**src/rtl/sim_avalon_src_gen.sv**
```systemverilog
// Avalon-ST packet source with ready latency 0. Each start pulse latches a
// configuration and begins emitting packets. Packets carry an incrementing,
// decrementing, PRBS-15 or constant payload, and are separated by a
// programmable gap.
//
// Ports:
//   I_clk, I_rst     clock, asynchronous active-high reset
//   I_start, I_stop  start pulse (only acts in IDLE); sticky stop request
//   I_mod            payload mode: 0 inc, 1 dec, 2 PRBS-15, 3 constant
//   I_pkt_len        beats per packet (0 is treated as 1)
//   I_gap            idle cycles between an eop beat and the next sop beat
//   I_pkt_num        number of packets (0 means continuous)
//   I_const          payload for constant mode
//   I_src_rdy        sink ready
//   I_thr            optional: idle cycles inserted after each non-eop beat
//   O_src_*          Avalon-ST sop/eop/valid/data
//   O_busy           high whenever the state is not IDLE
//   O_pkt_cnt        packets completed since start, saturating
//
// Optional feature macro: SIM_AVALON_SRC_THROTTLE_EN (adds the I_thr port).
module sim_avalon_src_gen #(
  parameter int unsigned DW    = 8,
  parameter int unsigned LEN_W = 11,
  parameter int unsigned GAP_W = 8,
  parameter int unsigned CNT_W = 16
) (
  input  logic             I_clk,
  input  logic             I_rst,
  input  logic             I_start,
  input  logic             I_stop,
  input  logic [1:0]       I_mod,
  input  logic [LEN_W-1:0] I_pkt_len,
  input  logic [GAP_W-1:0] I_gap,
  input  logic [CNT_W-1:0] I_pkt_num,
  input  logic [DW-1:0]    I_const,
  input  logic             I_src_rdy,
`ifdef SIM_AVALON_SRC_THROTTLE_EN
  input  logic [3:0]       I_thr,
`endif
  output logic             O_src_sop,
  output logic             O_src_eop,
  output logic             O_src_val,
  output logic [DW-1:0]    O_src_dat,
  output logic             O_busy,
  output logic [CNT_W-1:0] O_pkt_cnt
);

  localparam int unsigned LFSR_W = 15;
  localparam int unsigned THR_W  = 4;
  localparam logic [LFSR_W-1:0] LFSR_SEED = 15'h7FFF;

  typedef enum logic [1:0] {ST_IDLE, ST_SEND, ST_GAP} state_e;
  typedef enum logic [1:0] {
    MOD_INC   = 2'd0,
    MOD_DEC   = 2'd1,
    MOD_PRBS  = 2'd2,
    MOD_CONST = 2'd3
  } mod_e;

  state_e             state_q, state_d;
  mod_e               mod_q, mod_d;
  logic [LEN_W-1:0]   len_q, len_d, len_eff;
  logic [GAP_W-1:0]   gap_q, gap_d, gap_cnt_q, gap_cnt_d;
  logic [CNT_W-1:0]   num_q, num_d, pkt_cnt_q, pkt_cnt_d;
  logic [DW-1:0]      const_q, const_d, cnt_q, cnt_d, cnt_init, dat_q, dat_d;
  logic [LFSR_W-1:0]  lfsr_q, lfsr_d;
  logic [THR_W-1:0]   thr_q, thr_d, thr_cnt_q, thr_cnt_d, thr_in;
  logic [LEN_W-1:0]   beat_q, beat_d;
  logic               stop_q, stop_d;
  logic               sop_q, sop_d, eop_q, eop_d, val_q, val_d, busy_q, busy_d;
  logic               xfer, pkt_last, stop_now;

`ifdef SIM_AVALON_SRC_THROTTLE_EN
  assign thr_in = I_thr;
`else
  assign thr_in = '0;
`endif

  // Payload for a given generator state; PRBS is zero-extended when DW > 15.
  function automatic logic [DW-1:0] pick_dat(mod_e m, logic [DW-1:0] c,
                                             logic [LFSR_W-1:0] l,
                                             logic [DW-1:0] k);
    logic [DW+LFSR_W-1:0] ext;
    ext = {{DW{1'b0}}, l};
    case (m)
      MOD_PRBS:  pick_dat = ext[DW-1:0];
      MOD_CONST: pick_dat = k;
      default:   pick_dat = c;
    endcase
  endfunction

  // Next-state and registered-output computation.
  always_comb begin
    state_d   = state_q;
    mod_d     = mod_q;
    len_d     = len_q;
    gap_d     = gap_q;
    num_d     = num_q;
    const_d   = const_q;
    thr_d     = thr_q;
    thr_cnt_d = thr_cnt_q;
    gap_cnt_d = gap_cnt_q;
    pkt_cnt_d = pkt_cnt_q;
    cnt_d     = cnt_q;
    lfsr_d    = lfsr_q;
    beat_d    = beat_q;
    stop_d    = stop_q;
    sop_d     = sop_q;
    eop_d     = eop_q;
    val_d     = val_q;
    dat_d     = dat_q;
    len_eff   = (I_pkt_len == '0) ? LEN_W'(1) : I_pkt_len;
    cnt_init  = (I_mod == MOD_DEC) ? '1 : '0;
    xfer      = val_q & I_src_rdy;
    // pkt_cnt never saturates before reaching a non-zero num, so it doubles as the packet counter
    pkt_last  = (num_q != '0) && ((pkt_cnt_q + CNT_W'(1)) == num_q);
    stop_now  = stop_q | I_stop;

    if ((state_q != ST_IDLE) && I_stop) stop_d = 1'b1;

    case (state_q)
      ST_IDLE: begin
        val_d  = 1'b0;
        sop_d  = 1'b0;
        eop_d  = 1'b0;
        stop_d = 1'b0;
        if (I_start) begin
          mod_d     = mod_e'(I_mod);
          len_d     = len_eff;
          gap_d     = I_gap;
          num_d     = I_pkt_num;
          const_d   = I_const;
          thr_d     = thr_in;
          thr_cnt_d = '0;
          pkt_cnt_d = '0;
          beat_d    = '0;
          cnt_d     = cnt_init;
          lfsr_d    = LFSR_SEED;
          state_d   = ST_SEND;
          val_d     = 1'b1;
          sop_d     = 1'b1;
          eop_d     = (len_eff == LEN_W'(1));
          dat_d     = pick_dat(mod_e'(I_mod), cnt_init, LFSR_SEED, I_const);
        end
      end

      ST_SEND: begin
        if (xfer) begin
          case (mod_q)
            MOD_INC:  cnt_d  = cnt_q + DW'(1);
            MOD_DEC:  cnt_d  = cnt_q - DW'(1);
            MOD_PRBS: lfsr_d = {lfsr_q[LFSR_W-2:0], lfsr_q[14] ^ lfsr_q[13]};
            default:  cnt_d  = cnt_q;
          endcase
          dat_d = pick_dat(mod_q, cnt_d, lfsr_d, const_q);
          if (eop_q) begin
            pkt_cnt_d = (&pkt_cnt_q) ? pkt_cnt_q : pkt_cnt_q + CNT_W'(1);
            beat_d    = '0;
            if (stop_now || pkt_last) begin
              state_d = ST_IDLE;
              val_d   = 1'b0;
              sop_d   = 1'b0;
              eop_d   = 1'b0;
              stop_d  = 1'b0;
            end else if (gap_q != '0) begin
              state_d   = ST_GAP;
              gap_cnt_d = gap_q;
              val_d     = 1'b0;
              sop_d     = 1'b0;
              eop_d     = 1'b0;
            end else begin
              sop_d = 1'b1;
              eop_d = (len_q == LEN_W'(1));
            end
          end else begin
            beat_d = beat_q + LEN_W'(1);
            sop_d  = 1'b0;
            eop_d  = ((beat_q + LEN_W'(2)) == len_q);
            if (thr_q != '0) begin
              val_d     = 1'b0;
              thr_cnt_d = thr_q;
            end
          end
        end else if (!val_q) begin
          // Throttle bubble: beat fields hold, only the bubble counter moves
          thr_cnt_d = thr_cnt_q - THR_W'(1);
          if (thr_cnt_q == THR_W'(1)) val_d = 1'b1;
        end
      end

      ST_GAP: begin
        if (gap_cnt_q == GAP_W'(1)) begin
          if (stop_now) begin
            state_d = ST_IDLE;
            stop_d  = 1'b0;
          end else begin
            state_d = ST_SEND;
            val_d   = 1'b1;
            sop_d   = 1'b1;
            eop_d   = (len_q == LEN_W'(1));
          end
        end else begin
          gap_cnt_d = gap_cnt_q - GAP_W'(1);
        end
      end

      default: state_d = ST_IDLE;
    endcase

    busy_d = (state_d != ST_IDLE);
  end

  // State and output registers.
  always_ff @(posedge I_clk or posedge I_rst) begin
    if (I_rst) begin
      state_q   <= ST_IDLE;
      mod_q     <= MOD_INC;
      len_q     <= '0;
      gap_q     <= '0;
      num_q     <= '0;
      const_q   <= '0;
      thr_q     <= '0;
      thr_cnt_q <= '0;
      gap_cnt_q <= '0;
      pkt_cnt_q <= '0;
      cnt_q     <= '0;
      lfsr_q    <= '0;
      beat_q    <= '0;
      stop_q    <= 1'b0;
      sop_q     <= 1'b0;
      eop_q     <= 1'b0;
      val_q     <= 1'b0;
      dat_q     <= '0;
      busy_q    <= 1'b0;
    end else begin
      state_q   <= state_d;
      mod_q     <= mod_d;
      len_q     <= len_d;
      gap_q     <= gap_d;
      num_q     <= num_d;
      const_q   <= const_d;
      thr_q     <= thr_d;
      thr_cnt_q <= thr_cnt_d;
      gap_cnt_q <= gap_cnt_d;
      pkt_cnt_q <= pkt_cnt_d;
      cnt_q     <= cnt_d;
      lfsr_q    <= lfsr_d;
      beat_q    <= beat_d;
      stop_q    <= stop_d;
      sop_q     <= sop_d;
      eop_q     <= eop_d;
      val_q     <= val_d;
      dat_q     <= dat_d;
      busy_q    <= busy_d;
    end
  end

  assign O_src_sop = sop_q;
  assign O_src_eop = eop_q;
  assign O_src_val = val_q;
  assign O_src_dat = dat_q;
  assign O_busy    = busy_q;
  assign O_pkt_cnt = pkt_cnt_q;

endmodule

```
**config.mk**
```make
export PLATFORM = sky130hd
export DESIGN_NAME = sim_avalon_src_gen
export DESIGN_NICKNAME = d
export VERILOG_FILES = /design/src/rtl/sim_avalon_src_gen.sv
export SDC_FILE = /design/constraint.sdc
export NUM_CORES = 1
export LEC_CHECK = 0
export CAP_MARGIN = 20
export CELL_PAD_IN_SITES_DETAIL_PLACEMENT = 1
export CELL_PAD_IN_SITES_GLOBAL_PLACEMENT = 1
export CORE_ASPECT_RATIO = 1.4
export CORE_MARGIN = 2
export CORE_UTILIZATION = 40
export CTS_CLUSTER_DIAMETER = 50
export DETAILED_ROUTE_END_ITERATION = 10
export PLACE_DENSITY_LB_ADDON = 0.12
export SETUP_SLACK_MARGIN = 0.2
export SLEW_MARGIN = 20
export SYNTH_ARGS = -nofsm -noshare
export SYNTH_HDL_FRONTEND = slang
export SYNTH_SLANG_ARGS = --single-unit
```
**constraint.sdc**
```tcl
create_clock -name I_clk -period 4.1 [get_ports I_clk]
set_clock_uncertainty 0.1 [all_clocks]
set_input_delay 0.82 -clock I_clk [delete_from_list [all_inputs] [get_ports I_clk]]
set_output_delay 0.82 -clock I_clk [all_outputs]
set_load 0.02 [all_outputs]
```
; Word level (Yosys, flattened, before mapping)
; Cells that the tools add are included.
[word_totals]
register_bits = 122
in_bits = 50
out_inout_bits = 28
elab_cells = 152
[op_classes]
add_sub_neg = 7
eq_ne = 29
mux = 72
bitwise = 3
n_reduce_logical = 22
[ops]
columns = cell, count
row1 = $pmux W8 S2, 6
row2 = $mux W8, 10
row3 = $mux W16, 4
row4 = $mux W15, 3
row5 = $mux W11, 4
row6 = $pmux W16 S2, 1
row7 = $pmux W15 S2, 1
row8 = $mux W1, 27
row9 = $eq A11 B1 Y1 const B, 2
row10 = $pmux W11 S2, 1
row11 = $ne A2 B2 Y1 const B, 10
row12 = $add A16 B1 Y16 const B, 1
row13 = $eq A16 B16 Y1, 1
row14 = $reduce_and A16 Y1, 1
row15 = $reduce_bool A16 Y1, 1
row16 = $sub A8 B1 Y8 const B, 2
row17 = $reduce_and A5 Y1, 3
row18 = $mux W2, 6
row19 = $mux W4, 3
row20 = $pmux W1 S3, 4
row21 = $add A11 B1 Y11 const B, 1
row22 = $add A11 B2 Y11 const B, 1
row23 = $eq A11 B11 Y1, 1
row24 = $logic_not A11 Y1, 1
row25 = 24 further kinds, 38

; Logic depth before layout (Yosys ltp)
; Gate-level depths: netlist of run 1.
[logic_depth]
ltp_word = 9
depth_mapped = 13
depth_no_buf = 12

; Least setup slack after synthesis of run 1
; No wires, ideal clock.
[synth_timing]
path_type = reg2reg
from = reg pkt_cnt_q[0] (netlist: O_pkt_cnt[0])
to = reg busy_q (netlist: O_busy)
setup_time_ns = 0.134
arrival_time_ns = 3.121
t_required_ns = 3.866
path_slack_ns = 0.744
stages_incl_launch_ff = 10
n_path_buf = 0
synth_period_minus_slack_ns = 3.356
path_cell_list = dfrtp_1 > ha_1 > nand4_2 > or4_1 > xnor2_1 > or4_1 > a2111o_1 > nor2b_4 > o32ai_2 > a21oi_1
[synth_via]
elab_chain_cells = 9
[synth_rtl]
columns = element, line
row1 = "start, declared", 64  ; logic [CNT_W-1:0] num_q, num_d, pkt_cnt_q, pkt_cnt_d;
row2 = "start signal, assigned", 245  ; pkt_cnt_q <= pkt_cnt_d;
row3 = $add A16 B1 Y16, 116  ; pkt_last = (num_q != '0) && ((pkt_cnt_q + CNT_W'(1)) == num_q);
row4 = $eq A16 B16 Y1, 116
row5 = $logic_and A1 B1 Y1, 116
row6 = $logic_or A1 B1 Y1, 159  ; if (stop_now || pkt_last) begin
row7 = $mux W2, 159
row8 = $mux W2, 156  ; if (eop_q) begin
row9 = $mux W2, 148  ; if (xfer) begin
row10 = $pmux W2 S3, 121  ; case (state_q)
row11 = $reduce_bool A2 Y1, 210  ; busy_d = (state_d != ST_IDLE);
row12 = named net busy_d, 70  ; logic sop_q, sop_d, eop_q, eop_d, val_q, val_d, busy_q, busy_d;
row13 = "end signal, assigned", 254  ; busy_q <= busy_d;
row14 = "end, declared", 70
; The timed path passes the listed nets, and every way through them passes these cells.
; A chain may end at the register's enable or synchronous reset.

; Worst setup path in the final report of run 1
[layout_timing]
from = reg pkt_cnt_q[0] (netlist: O_pkt_cnt[0])
to = reg gap_cnt_q[1]
[layout_via]
elab_chain_cells = 6
[layout_rtl]
columns = element, line
row1 = $add A16 B1 Y16, 116
row2 = $eq A16 B16 Y1, 116
row3 = $logic_and A1 B1 Y1, 116
row4 = $logic_or A1 B1 Y1, 159
row5 = $ne A2 B2 Y1 (no line), --
row6 = $reduce_and A6 Y1 (no line), --
row7 = "end signal, assigned", 244  ; gap_cnt_q <= gap_cnt_d;
row8 = "end, declared", 63  ; logic [GAP_W-1:0] gap_q, gap_d, gap_cnt_q, gap_cnt_d;
; No other way between the ends.

==> results of run 1 <==
==> power by group through the flow <==
stage	combinational, mW	clock (mW)	sequential [mW]
CTS	3.02	1.55	2.12
global route	3.36	1.60	2.18
detailed placement	2.98	0	2.13
floorplan	2.09	0	2.05
global placement	2.87	0	2.11
finish	3.00	1.52	2.11
==> through the flow <==
stage               instance area (sq um)  std cells  hold slack [ns]    util  power, mW
finish                               8677       1070           0.3880  0.5028      6.634
global route                         8677       1070           0.4142  0.5028      7.141
CTS                                  8643       1068           0.3956  0.5008      6.688
detailed placement                   8055       1036           0.3827  0.4667      5.111
global placement                     8055       1036           0.3745  0.4667      4.980
floorplan                            7036        750           0.3600       -      4.134
==> metal layers <==
metal	global-route usage	up-vias
met5	0	-
met2	0.4157	113
li1	-	2855
met3	0.04604	37
met1	0.2644	3064
met4	0.08009	0
==> flip-flops by register name (all words and copies together), names as in the netlist, 2 cells and up <==
register,flops
gap_q,8
mod_q,2
O_pkt_cnt,16
num_q,16
gap_cnt_q,8
state_q,2
len_q,11
cnt_q,8
O_src_dat,8
const_q,8
beat_q,11
thr_cnt_q,4
lfsr_q,15
==> cell families after synthesis <==
family,Yosys count
XOR/XNOR,42
flip-flops,122
adder cells (fa/ha/maj),18
buffers and inverters,68
multiplexers,49
AND/OR/NAND/NOR,252
AO/OA/AOI/OAI,199
==> layout by cell type, fill, tap and decap left out, types with 4 or more instances in the layout <==
cell type / instances
dfrtp_1: 122
nand2_1: 77
clkdlybuf4s50_1: 77
o21ai_0: 57
mux2_2: 46
nor2_1: 45
a21oi_1: 44
xnor2_1: 32
inv_1: 26
nand3_1: 20
nor3_1: 18
clkbuf_16: 17
ha_1: 16
buf_4: 14
nor2b_1: 12
or4_1: 12
nor4_1: 12
a21o_1: 11
nand4_1: 11
o22a_1: 11
o31ai_1: 10
xor2_1: 10
o21ai_1: 10
and2_1: 9
a31oi_1: 9
o211ai_1: 8
nand2b_1: 7
clkinv_2: 6
a22oi_1: 5
a22o_1: 5
or2_2: 4
and4_1: 4
and3_1: 4
a211oi_1: 4
o22ai_1: 4
clkbuf_1: 4
==> critical path: cells and delay by family (launching register included) <==
| family | cells | cell delay, ns |
|---|---|---|
| AOI/OAI and AO/OA | 4 | 1.04 |
| adders and majority gates | 1 | 0.34 |
| buffers and inverters | 1 | 0.14 |
| and+or+nand+nor | 3 | 1.29 |
| DFF | 1 | 0.48 |
| xor gates and xnor gates | 1 | 0.17 |
==> worst max path at each step <==
stage	depth (start not counted)	endpoint
after CTS	9	gap_cnt_q[1]$_DFFE_PP0P_
final	10	gap_cnt_q[1]$_DFFE_PP0P_
after detailed placement	9	gap_cnt_q[1]$_DFFE_PP0P_
after global placement	9	gap_cnt_q[1]$_DFFE_PP0P_
after global routing	9	O_busy$_DFF_PP0_
after floorplan	9	O_busy$_DFF_PP0_
==> Yosys cell counts (3+ instances only) <==
cell type,n,share of area
a211oi_1,4,0.0043
a21o_1,11,0.012
a21oi_1,44,0.031
a22o_1,5,0.0062
a22oi_1,5,0.0053
a31oi_1,9,0.0080
and2_1,9,0.0080
and3_1,4,0.0036
and4_1,4,0.0050
buf_1,4,0.0021
buf_2,6,0.0043
clkbuf_1,30,0.016
dfrtp_1,122,0.43
ha_1,17,0.030
inv_1,27,0.014
mux2_2,46,0.074
mux2i_1,3,0.0043
nand2_1,78,0.042
nand2b_1,7,0.0062
nand3_1,20,0.014
nand4_1,11,0.0098
nor2_1,45,0.024
nor2b_1,12,0.011
nor3_1,18,0.013
nor4_1,12,0.011
o211ai_1,8,0.0085
o21ai_0,57,0.041
o21ai_1,10,0.0071
o21bai_1,3,0.0032
o22a_1,11,0.014
o22ai_1,4,0.0036
o31ai_1,10,0.011
o41ai_1,3,0.0037
or2_2,4,0.0036
or3_1,3,0.0027
or4_1,12,0.013
xnor2_1,32,0.040
xor2_1,10,0.012
==> layout make-up <==
cell class,count,area (sq um),share of cell area
Multi-Input combinational cell,560,3720,0.4287
Sequential cell,122,3053,0.3518
Timing Repair Buffer,93,915.9,0.1056
Clock buffer,23,467.9,0.05393
Tap cell,236,295.3,0.03403
Clock inverter,9,120.1,0.01384
Inverter,27,105.1,0.01211
==> run metrics, run 1 <==
status=finished clean; post-DR vias/cell=5.672; startpoint types=register; height of the die=160.9 um; # setup viols final=0; Peak VDD IR=0.3890 mV; Seq/Total Area, Yosys=0.4342; cts hold-fix bufs=0; first-pass GRT wire length=33,600 um; Gate Count Post-Synth=750; vias in the first global route=6,579; drt total wl=20,180 um; Hold Path End=O_src_dat[1]$_DFFE_PP0P_; IO Pins=78; crit path max fanout=9; worst slew pin tran=0.7064 ns; Synth Area in Adders=0.03310; cells along the critical path=ha_1 -> nand4_2 -> or4_1 -> xnor2_1 -> or4_1 -> a2111o_1 -> a21oi_4 -> buf_12 -> a21oi_1 -> o22a_1; Pre-antenna DRT Iters=4; CTS sink cnt=122; RSZ-0062 raised after global routing=false; fill count=1,990; number of buffers created by CTS=17; DR WL met3=633 um; Leak=3.531 nW; max-slew violations=0; final count of hold timing violations=0; Post-Synth Simple-Gate Area=0.1851; Clk network pwr share=0.228; Nets=889; Pwr Density=764.6 mW/mm^2; routed wl met2=10,870 um; Post-Syn Area=0.007032 sq mm; Max-cap violations=0; GPL Wtd Cong=0.8691; worst reg-to-reg path cell count=10; syn_nets=818; initial DRC count=298; mux share of post-synthesis cell area=0.07794; Compound-Gate Fraction of Synth Area=0.1790; worst rel slew slack=0.5291; Synth Flop Type=dfrtp_1; detailed placer's ending HPWL=14,500 um; Hold Path Stages=2; Initial Utilization=0.4074; CP arrival=3.89 ns; Routed Antenna Nets=0; reg2reg start=O_pkt_cnt[0]$_DFFE_PP0P_; sw power=2.663 mW; wire length on met1=8167 um; worst hold start=O_src_dat[1]$_DFFE_PP0P_; setup TNS=0 ns; setup ws final=0.4159 ns; kind of critical path=register to register; die width=116.1 um; Net Sw Frac=0.4015; Rows=57; Resize count post-CTS=0; clock latency on the worst-skew pair=0.42 ns; via count=6,069; R2R setup slack=0.42 ns; initial antenna violation count=0; crit path from=O_pkt_cnt[0]$_DFFE_PP0P_; # H-tree levels=4; ant diodes=0; PortBufs=77; Final period util=0.8986; pin count of the biggest net entering global routing=123; Yosys Warn Count=0; Slowest-stage cell, CP=or4_1; core area=0.01726 sq mm; postcts setup bufs=0; die footprint=0.01867 sq mm; CP max stage delay=0.57 ns; syn_area_per_cell=9.376 sq um; critical path endpoint category=register; CTS Buffer Depth=2; share of layout cells above drive strength 1=0.1271; CTS tree=yes; worst slack, placed=0.2920 ns; most used cell, CP=or4_1; Clk pin slew, worst setup/hold paths=0.06 ns; EDFF count, synth=0; xor and xnor area share after synthesis=0.05231; Final Critical Period=3.684 ns; Comb pwr share=0.453; flops & latches, synth=122; Reg-to-Reg End=gap_cnt_q[1]$_DFFE_PP0P_; largest family of logic cells by synthesized area=simple AND/OR/NAND/NOR gates; Worst EP required=4.30 ns; Max Freq=271.4 MHz; CTS root buf=clkbuf_16; number of remaining DRC errors=0; Hold WC Path Type=register to register; post-synth cell types=63; DR WL/cell=18.86 um; ys async rst share=1.000; Total Routing Usage GR=0.2295; Flop pwr share=0.319; Pint=3.971 mW; Layout Area Growth over Synthesis=23.40%; Congestion Overflow GR=0; top sig layer=met4
No activity file was read; power rests on OpenSTA's default activity.
==> inputs of run 2 (changes only) <==
--- a/config.mk
+++ b/config.mk
@@ -9,7 +9,7 @@
 export CELL_PAD_IN_SITES_DETAIL_PLACEMENT = 1
 export CELL_PAD_IN_SITES_GLOBAL_PLACEMENT = 1
 export CORE_ASPECT_RATIO = 1.4
-export CORE_MARGIN = 2
+export CORE_MARGIN = 5
 export CORE_UTILIZATION = 40
 export CTS_CLUSTER_DIAMETER = 50
 export DETAILED_ROUTE_END_ITERATION = 10
==> run 2 against run 1 <==
Net effect:
- flip-flop and latch count is the same
- register-to-register slack better by 0.07 ns
- critical endpoint is now O_busy$_DFF_PP0_
- highest routed layer unchanged
- non-clock buffer count decreased by 3
- sequential share of layout area increased by 0.097 points
- setup slack gained 0.068 ns
- combinational power down 2%
- core utilization fell by 0.34 points
==> run metrics, run 2 (synthesis gave the netlist of run 1 again) <==
status=finished clean (unchanged); GPL Wtd Cong=0.8415 (was 0.8691); # H-tree levels=4 (unchanged); reg2reg start=O_pkt_cnt[0]$_DFFE_PP0P_ (unchanged); DR WL/cell=18.90 um (was 18.86 um); CP max stage delay=0.59 ns (was 0.57 ns); CTS root buf=clkbuf_16 (unchanged); worst reg-to-reg path cell count=9 (was 10); Peak VDD IR=0.3292 mV (was 0.3890 mV); Hold Path Stages=1 (was 2); max-slew violations=0 (unchanged); IO Pins=78 (unchanged); kind of critical path=register to register (unchanged); Hold Path End=stop_q$_DFF_PP0_ (was O_src_dat[1]$_DFFE_PP0P_); CTS tree=yes (unchanged); Reg-to-Reg End=O_busy$_DFF_PP0_ (was gap_cnt_q[1]$_DFFE_PP0P_); CTS Buffer Depth=2 (unchanged); Clk pin slew, worst setup/hold paths=0.06 ns (about the same); startpoint types=register (unchanged); Max-cap violations=0 (unchanged); total design power=6.571 mW (was 6.634 mW); worst slew pin tran=0.9318 ns (was 0.7064 ns); Rows=57 (unchanged); most common cell after layout, fill and taps aside=dfrtp_1 (unchanged); CP bufs+invs=0 (was 1); Resize count post-CTS=0 (unchanged); Total Routing Usage GR=0.2066 (was 0.2295); critical path endpoint category=register (unchanged); commonest cells after routing, fill and taps aside=122 x dfrtp_1, 77 x nand2_1, 77 x clkdlybuf4s50_1, 57 x o21ai_0, 46 x mux2_2 (unchanged); number of remaining DRC errors=0 (unchanged); final count of hold timing violations=0 (unchanged); Pre-antenna DRT Iters=5 (was 4); Leak=3.503 nW (was 3.531 nW); post-DR vias/cell=5.616 (was 5.672); via count=5,998 (was 6,069); share of layout cells above drive strength 1=0.1288 (was 0.1271); RSZ-0062 raised after global routing=false (unchanged); detailed placer's ending HPWL=14,730 um (was 14,500 um); Final period util=0.8820 (was 0.8986); Slowest-stage cell, CP=or4_1 (unchanged); Initial Utilization=0.4057 (was 0.4074); initial DRC count=243 (was 298); height of the die=166.9 um (was 160.9 um); # setup viols final=0 (unchanged); CP arrival=3.80 ns (was 3.89 ns); die width=122.1 um (was 116.1 um); Final Critical Period=3.616 ns (was 3.684 ns); drt total wl=20,180 um (about the same); Hold WC Path Type=register to register (unchanged); Layout Area Growth over Synthesis=23.06% (was 23.40%); postcts setup bufs=0 (unchanged); clock latency on the worst-skew pair=0.42 ns (about the same); fill count=1,967 (was 1,990); Worst EP required=4.29 ns (was 4.30 ns); Routed Antenna Nets=0 (unchanged); first-pass GRT wire length=33,690 um (was 33,600 um); die footprint=0.02037 sq mm (was 0.01867 sq mm); pin count of the biggest net entering global routing=65 (was 123); core area=0.01733 sq mm (was 0.01726 sq mm); initial antenna violation count=1 (was 0); number of buffers created by CTS=17 (unchanged); cts hold-fix bufs=0 (unchanged); worst rel slew slack=0.3700 (was 0.5291); PortBufs=77 (unchanged); Max Freq=276.5 MHz (was 271.4 MHz); most used cell, CP=or4_1 (unchanged); cells along the critical path=ha_1 -> nand4_2 -> or4_1 -> xnor2_1 -> or4_1 -> a2111o_1 -> nor2b_4 -> o32ai_2 -> a21oi_1 (was ha_1 -> nand4_2 -> or4_1 -> xnor2_1 -> or4_1 -> a2111o_1 -> a21oi_4 -> buf_12 -> a21oi_1 -> o22a_1); CTS sink cnt=122 (unchanged); R2R setup slack=0.48 ns (was 0.42 ns); setup TNS=0 ns (unchanged); worst hold start=stop_q$_DFF_PP0_ (was O_src_dat[1]$_DFFE_PP0P_); crit path max fanout=8 (was 9); Nets=886 (was 889); CP top delay family=simple AND/OR/NAND/NOR gates (unchanged); Pwr Density=759.3 mW/mm^2 (was 764.6 mW/mm^2); vias in the first global route=6,556 (was 6,579); Congestion Overflow GR=0 (unchanged)
## run 2: changes by cell type in the layout (fill, tap and decap cells not counted), moves of 2 or more
cell / before / now
clkinv_2: 6 / 4
clkinvlp_4: 1 / 5
clkbuf_8: 2 / 4
buf_4: 14 / 12
clkbuf_1: 4 / 0
## run 2: area by class of cell
cell class	instances	area, sq um	share of cell area
inverters	27	105.1	0.01215
flip-flops and latches	122	3053	0.3528
clock buffers	21	480.5	0.05552
diodes	1	2.502	0.0002892
well taps	236	295.3	0.03412
repair buffers	90	880.8	0.1018
multi-input cells	560	3717	0.4296
clock inverters	11	118.9	0.01374
## run 2: worst register-to-register path: cells and delay by family (launching register included)
family                     cells  cell delay [ns]
and+or+nand+nor                4             1.48
AOI/OAI and AO/OA              3             0.94
DFF                            1             0.48
adders and majority gates      1             0.33
xor gates and xnor gates       1             0.16
## run 2: metrics by stage
step                      worst slack, ns  instance area, sq um  utilization  cells  hold slack, ns
after floorplan                    0.7445                  7036            -    750          0.3600
after global placement             0.5810                  8051       0.4646   1035          0.3753
after detailed placement           0.4242                  8051       0.4646   1035          0.3823
after CTS                          0.4438                  8651       0.4992   1067          0.3952
after global routing               0.2070                  8653       0.4993   1068          0.4242
final                              0.4839                  8653       0.4993   1068          0.3950
## run 2: how the worst max path moves through the flow
stage	startpoint	to	slack (ns)	cells after the start
after floorplan	O_pkt_cnt[0]$_DFFE_PP0P_	O_busy$_DFF_PP0_	0.74	9
after CTS	O_pkt_cnt[0]$_DFFE_PP0P_	O_busy$_DFF_PP0_	0.44	9
after global placement	I_start	lfsr_q[3]$_DFFE_PP0P_	0.58	7
after detailed placement	I_start	lfsr_q[0]$_DFFE_PP0P_	0.42	7
final	O_pkt_cnt[0]$_DFFE_PP0P_	O_busy$_DFF_PP0_	0.48	9
after global routing	O_pkt_cnt[0]$_DFFE_PP0P_	O_src_sop$_DFFE_PP0P_	0.21	9
## run 2: routing by layer
layer | vias up | track usage | wire length, um
met5 | - | 0 | 0
met4 | 0 | 0.07407 | 430
met3 | 36 | 0.03697 | 578
met2 | 97 | 0.3713 | 10870
met1 | 3013 | 0.2436 | 8305
li1 | 2852 | - | -
## run 2: where the power goes
group | internal [mW] | total (mW) | switching [mW] | leakage, nW
Clock | 0.954 | 1.51 | 0.553 | 0.287
Sequential | 1.67 | 2.12 | 0.454 | 1.47
Combinational | 1.30 | 2.94 | 1.64 | 1.75
Total | 3.92 | 6.57 | 2.65 | 3.50
==> inputs of run 3 (changes only) <==
--- a/config.mk
+++ b/config.mk
@@ -9,13 +9,11 @@
 export CELL_PAD_IN_SITES_DETAIL_PLACEMENT = 1
 export CELL_PAD_IN_SITES_GLOBAL_PLACEMENT = 1
 export CORE_ASPECT_RATIO = 1.4
-export CORE_MARGIN = 5
-export CORE_UTILIZATION = 40
+export CORE_UTILIZATION = 37
 export CTS_CLUSTER_DIAMETER = 50
 export DETAILED_ROUTE_END_ITERATION = 10
 export PLACE_DENSITY_LB_ADDON = 0.12
 export SETUP_SLACK_MARGIN = 0.2
-export SLEW_MARGIN = 20
 export SYNTH_ARGS = -nofsm -noshare
 export SYNTH_HDL_FRONTEND = slang
 export SYNTH_SLANG_ARGS = --single-unit
==> run 3 against run 2 <==
Net effect:
- clock power increased by 3%
- design area increased by 0.68%
- fmax decreased by 2.5%
- setup slack got worse by 0.093 ns
- via count up 2.0%
- hold slack worse by 0.0042 ns
- clock-buffer cell count down 1
- highest routed layer unchanged
- critical path type unchanged
- critical path depth unchanged
- core utilization is 3.1 points lower
- routed wire length up 5.2%
- total power up 1.8%
- combinational power increased by 3%
==> run metrics, run 3 (synthesis gave the netlist of run 1 again) <==
Nets=891 (was 886); clock latency on the worst-skew pair=0.43 ns (was 0.42 ns); Total Routing Usage GR=0.2300 (was 0.2066); Layout Area Growth over Synthesis=23.90% (was 23.06%); DR WL/cell=19.66 um (was 18.90 um); IO Pins=78 (unchanged); status=finished clean (unchanged); number of remaining DRC errors=0 (unchanged); setup TNS=0 ns (unchanged); CTS root buf=clkbuf_16 (unchanged); PortBufs=77 (unchanged); first-pass GRT wire length=35,010 um (was 33,690 um); die footprint=0.01957 sq mm (was 0.02037 sq mm); Final period util=0.9045 (was 0.8820); share of layout cells above drive strength 1=0.1316 (was 0.1288); RSZ-0062 raised after global routing=false (unchanged); startpoint types=register (unchanged); vias in the first global route=6,751 (was 6,556); Max Freq=269.6 MHz (was 276.5 MHz); Net Sw Frac=0.4078 (was 0.4029); detailed placer's ending HPWL=15,370 um (was 14,730 um); # H-tree levels=4 (unchanged); height of the die=165.1 um (was 166.9 um); drt total wl=21,230 um (was 20,180 um); Clk pin slew, worst setup/hold paths=0.06 ns (about the same); initial DRC count=242 (was 243); Routed Antenna Nets=0 (unchanged); initial antenna violation count=0 (was 1); critical path endpoint category=register (unchanged); CTS tree=yes (unchanged); Leak=3.537 nW (was 3.503 nW); reg2reg start=O_pkt_cnt[0]$_DFFE_PP0P_ (unchanged); final count of hold timing violations=0 (unchanged); worst slew pin tran=0.9747 ns (was 0.9318 ns); pin count of the biggest net entering global routing=55 (was 65); die width=118.5 um (was 122.1 um); CTS sink cnt=122 (unchanged); Congestion Overflow GR=0 (unchanged); Pint=3.962 mW (was 3.923 mW); most common cell after layout, fill and taps aside=dfrtp_1 (unchanged); fill count=2,156 (was 1,967); number of buffers created by CTS=17 (unchanged); ant diodes=0 (was 1); CTS Buffer Depth=2 (unchanged); Initial Utilization=0.3780 (was 0.4057); R2R setup slack=0.39 ns (was 0.48 ns); crit path from=O_pkt_cnt[0]$_DFFE_PP0P_ (unchanged); CP arrival=3.92 ns (was 3.80 ns); via count=6,117 (was 5,998); Critical Path Sink=gap_cnt_q[1]$_DFFE_PP0P_ (was O_busy$_DFF_PP0_); Final Critical Period=3.709 ns (was 3.616 ns); Worst EP required=4.31 ns (was 4.29 ns); Peak VDD IR=0.3309 mV (was 0.3292 mV); Flop pwr share=0.317 (was 0.323); Pwr Density=768.0 mW/mm^2 (was 759.3 mW/mm^2); worst reg-to-reg path cell count=9 (unchanged); worst rel slew slack=0.3489 (was 0.3700); GPL Wtd Cong=0.9080 (was 0.8415); Rows=59 (was 57); cts hold-fix bufs=0 (unchanged); worst hold margin=0.3907 ns (was 0.3950 ns); sw power=2.728 mW (was 2.647 mW); Reg-to-Reg End=gap_cnt_q[1]$_DFFE_PP0P_ (was O_busy$_DFF_PP0_); Clk network pwr share=0.232 (was 0.229); commonest cells after routing, fill and taps aside=122 x dfrtp_1, 77 x nand2_1, 77 x clkdlybuf4s50_1, 57 x o21ai_0, 46 x mux2_2 (unchanged); core area=0.01860 sq mm (was 0.01733 sq mm); Hold WC Path Type=register to register (unchanged); post-DR vias/cell=5.664 (was 5.616); Max-cap violations=0 (unchanged); Pre-antenna DRT Iters=7 (was 5); fin util=0.4683 (was 0.4993); crit path max fanout=10 (was 8); Resize count post-CTS=0 (unchanged); Comb pwr share=0.451 (was 0.448); # setup viols final=0 (unchanged); kind of critical path=register to register (unchanged); max-slew violations=0 (unchanged)
[run 3: power groups by stage]
stage	clock [mW]	sequential, mW	combinational [mW]
3_3_place_gp	0	2.12	2.87
2_1_floorplan	0	2.05	2.09
6_report	1.55	2.12	3.02
4_1_cts	1.58	2.12	3.03
3_5_place_dp	0	2.14	3.01
5_1_grt	1.62	2.19	3.34
[run 3: area by class of cell]
class	count	area, sq um	area share
Multi-Input combinational cell	560	3714	0.4263
Sequential cell	122	3053	0.3504
Timing Repair Buffer	95	930.9	0.1069
Clock buffer	20	456.7	0.05242
Tap cell	244	305.3	0.03504
Clock inverter	12	147.6	0.01695
Inverter	27	105.1	0.01206
[run 3: stage by stage]
| step | worst slack [ns] | std cells | power [mW] | instance area (sq um) |
|---|---|---|---|---|
| finish | 0.3914 | 1080 | 6.691 | 8712 |
| global route | 0.2570 | 1080 | 7.156 | 8712 |
| CTS | 0.2826 | 1077 | 6.734 | 8690 |
| detailed placement | 0.2777 | 1045 | 5.145 | 8085 |
| global placement | 0.4418 | 1045 | 4.990 | 8085 |
| floorplan | 0.7445 | 750 | 4.134 | 7036 |
[run 3: timing repair]
action | 4_1_cts | 5_1_grt
setup endpoints to repair | 0 | 1
hold endpoints to repair | 0 | 0
buffers inserted | 0 | 3
[run 3: worst max-delay path: stages (launching register included)]
cell      delay [ns]
dfrtp_1         0.48
ha_1            0.35
nand4_2         0.21
or4_1           0.57
xnor2_1         0.15
or4_1           0.55
a2111o_1        0.53
a21oi_4         0.30
a21oi_1         0.10
o22a_1          0.25
[run 3: worst min-delay path by stage]
stage,start,endpoint,slack [ns],cells past startpoint
6_report,stop_q$_DFF_PP0_,stop_q$_DFF_PP0_,0.39,1
5_1_grt,const_q[7]$_DFFE_PP0P_,const_q[7]$_DFFE_PP0P_,0.42,1
4_1_cts,stop_q$_DFF_PP0_,stop_q$_DFF_PP0_,0.39,1
3_5_place_dp,stop_q$_DFF_PP0_,stop_q$_DFF_PP0_,0.38,1
3_3_place_gp,lfsr_q[4]$_DFFE_PP0P_,lfsr_q[4]$_DFFE_PP0P_,0.37,1
2_1_floorplan,lfsr_q[4]$_DFFE_PP0P_,lfsr_q[4]$_DFFE_PP0P_,0.36,1
[run 3: routing by layer]
layer / share of wire / global-route usage / wire length [um]
met4: 0.031 / 0.1030 / 658
met1: 0.40 / 0.2482 / 8496
met2: 0.54 / 0.4393 / 11480
met5: 0 / 0 / 0
met3: 0.028 / 0.03880 / 592
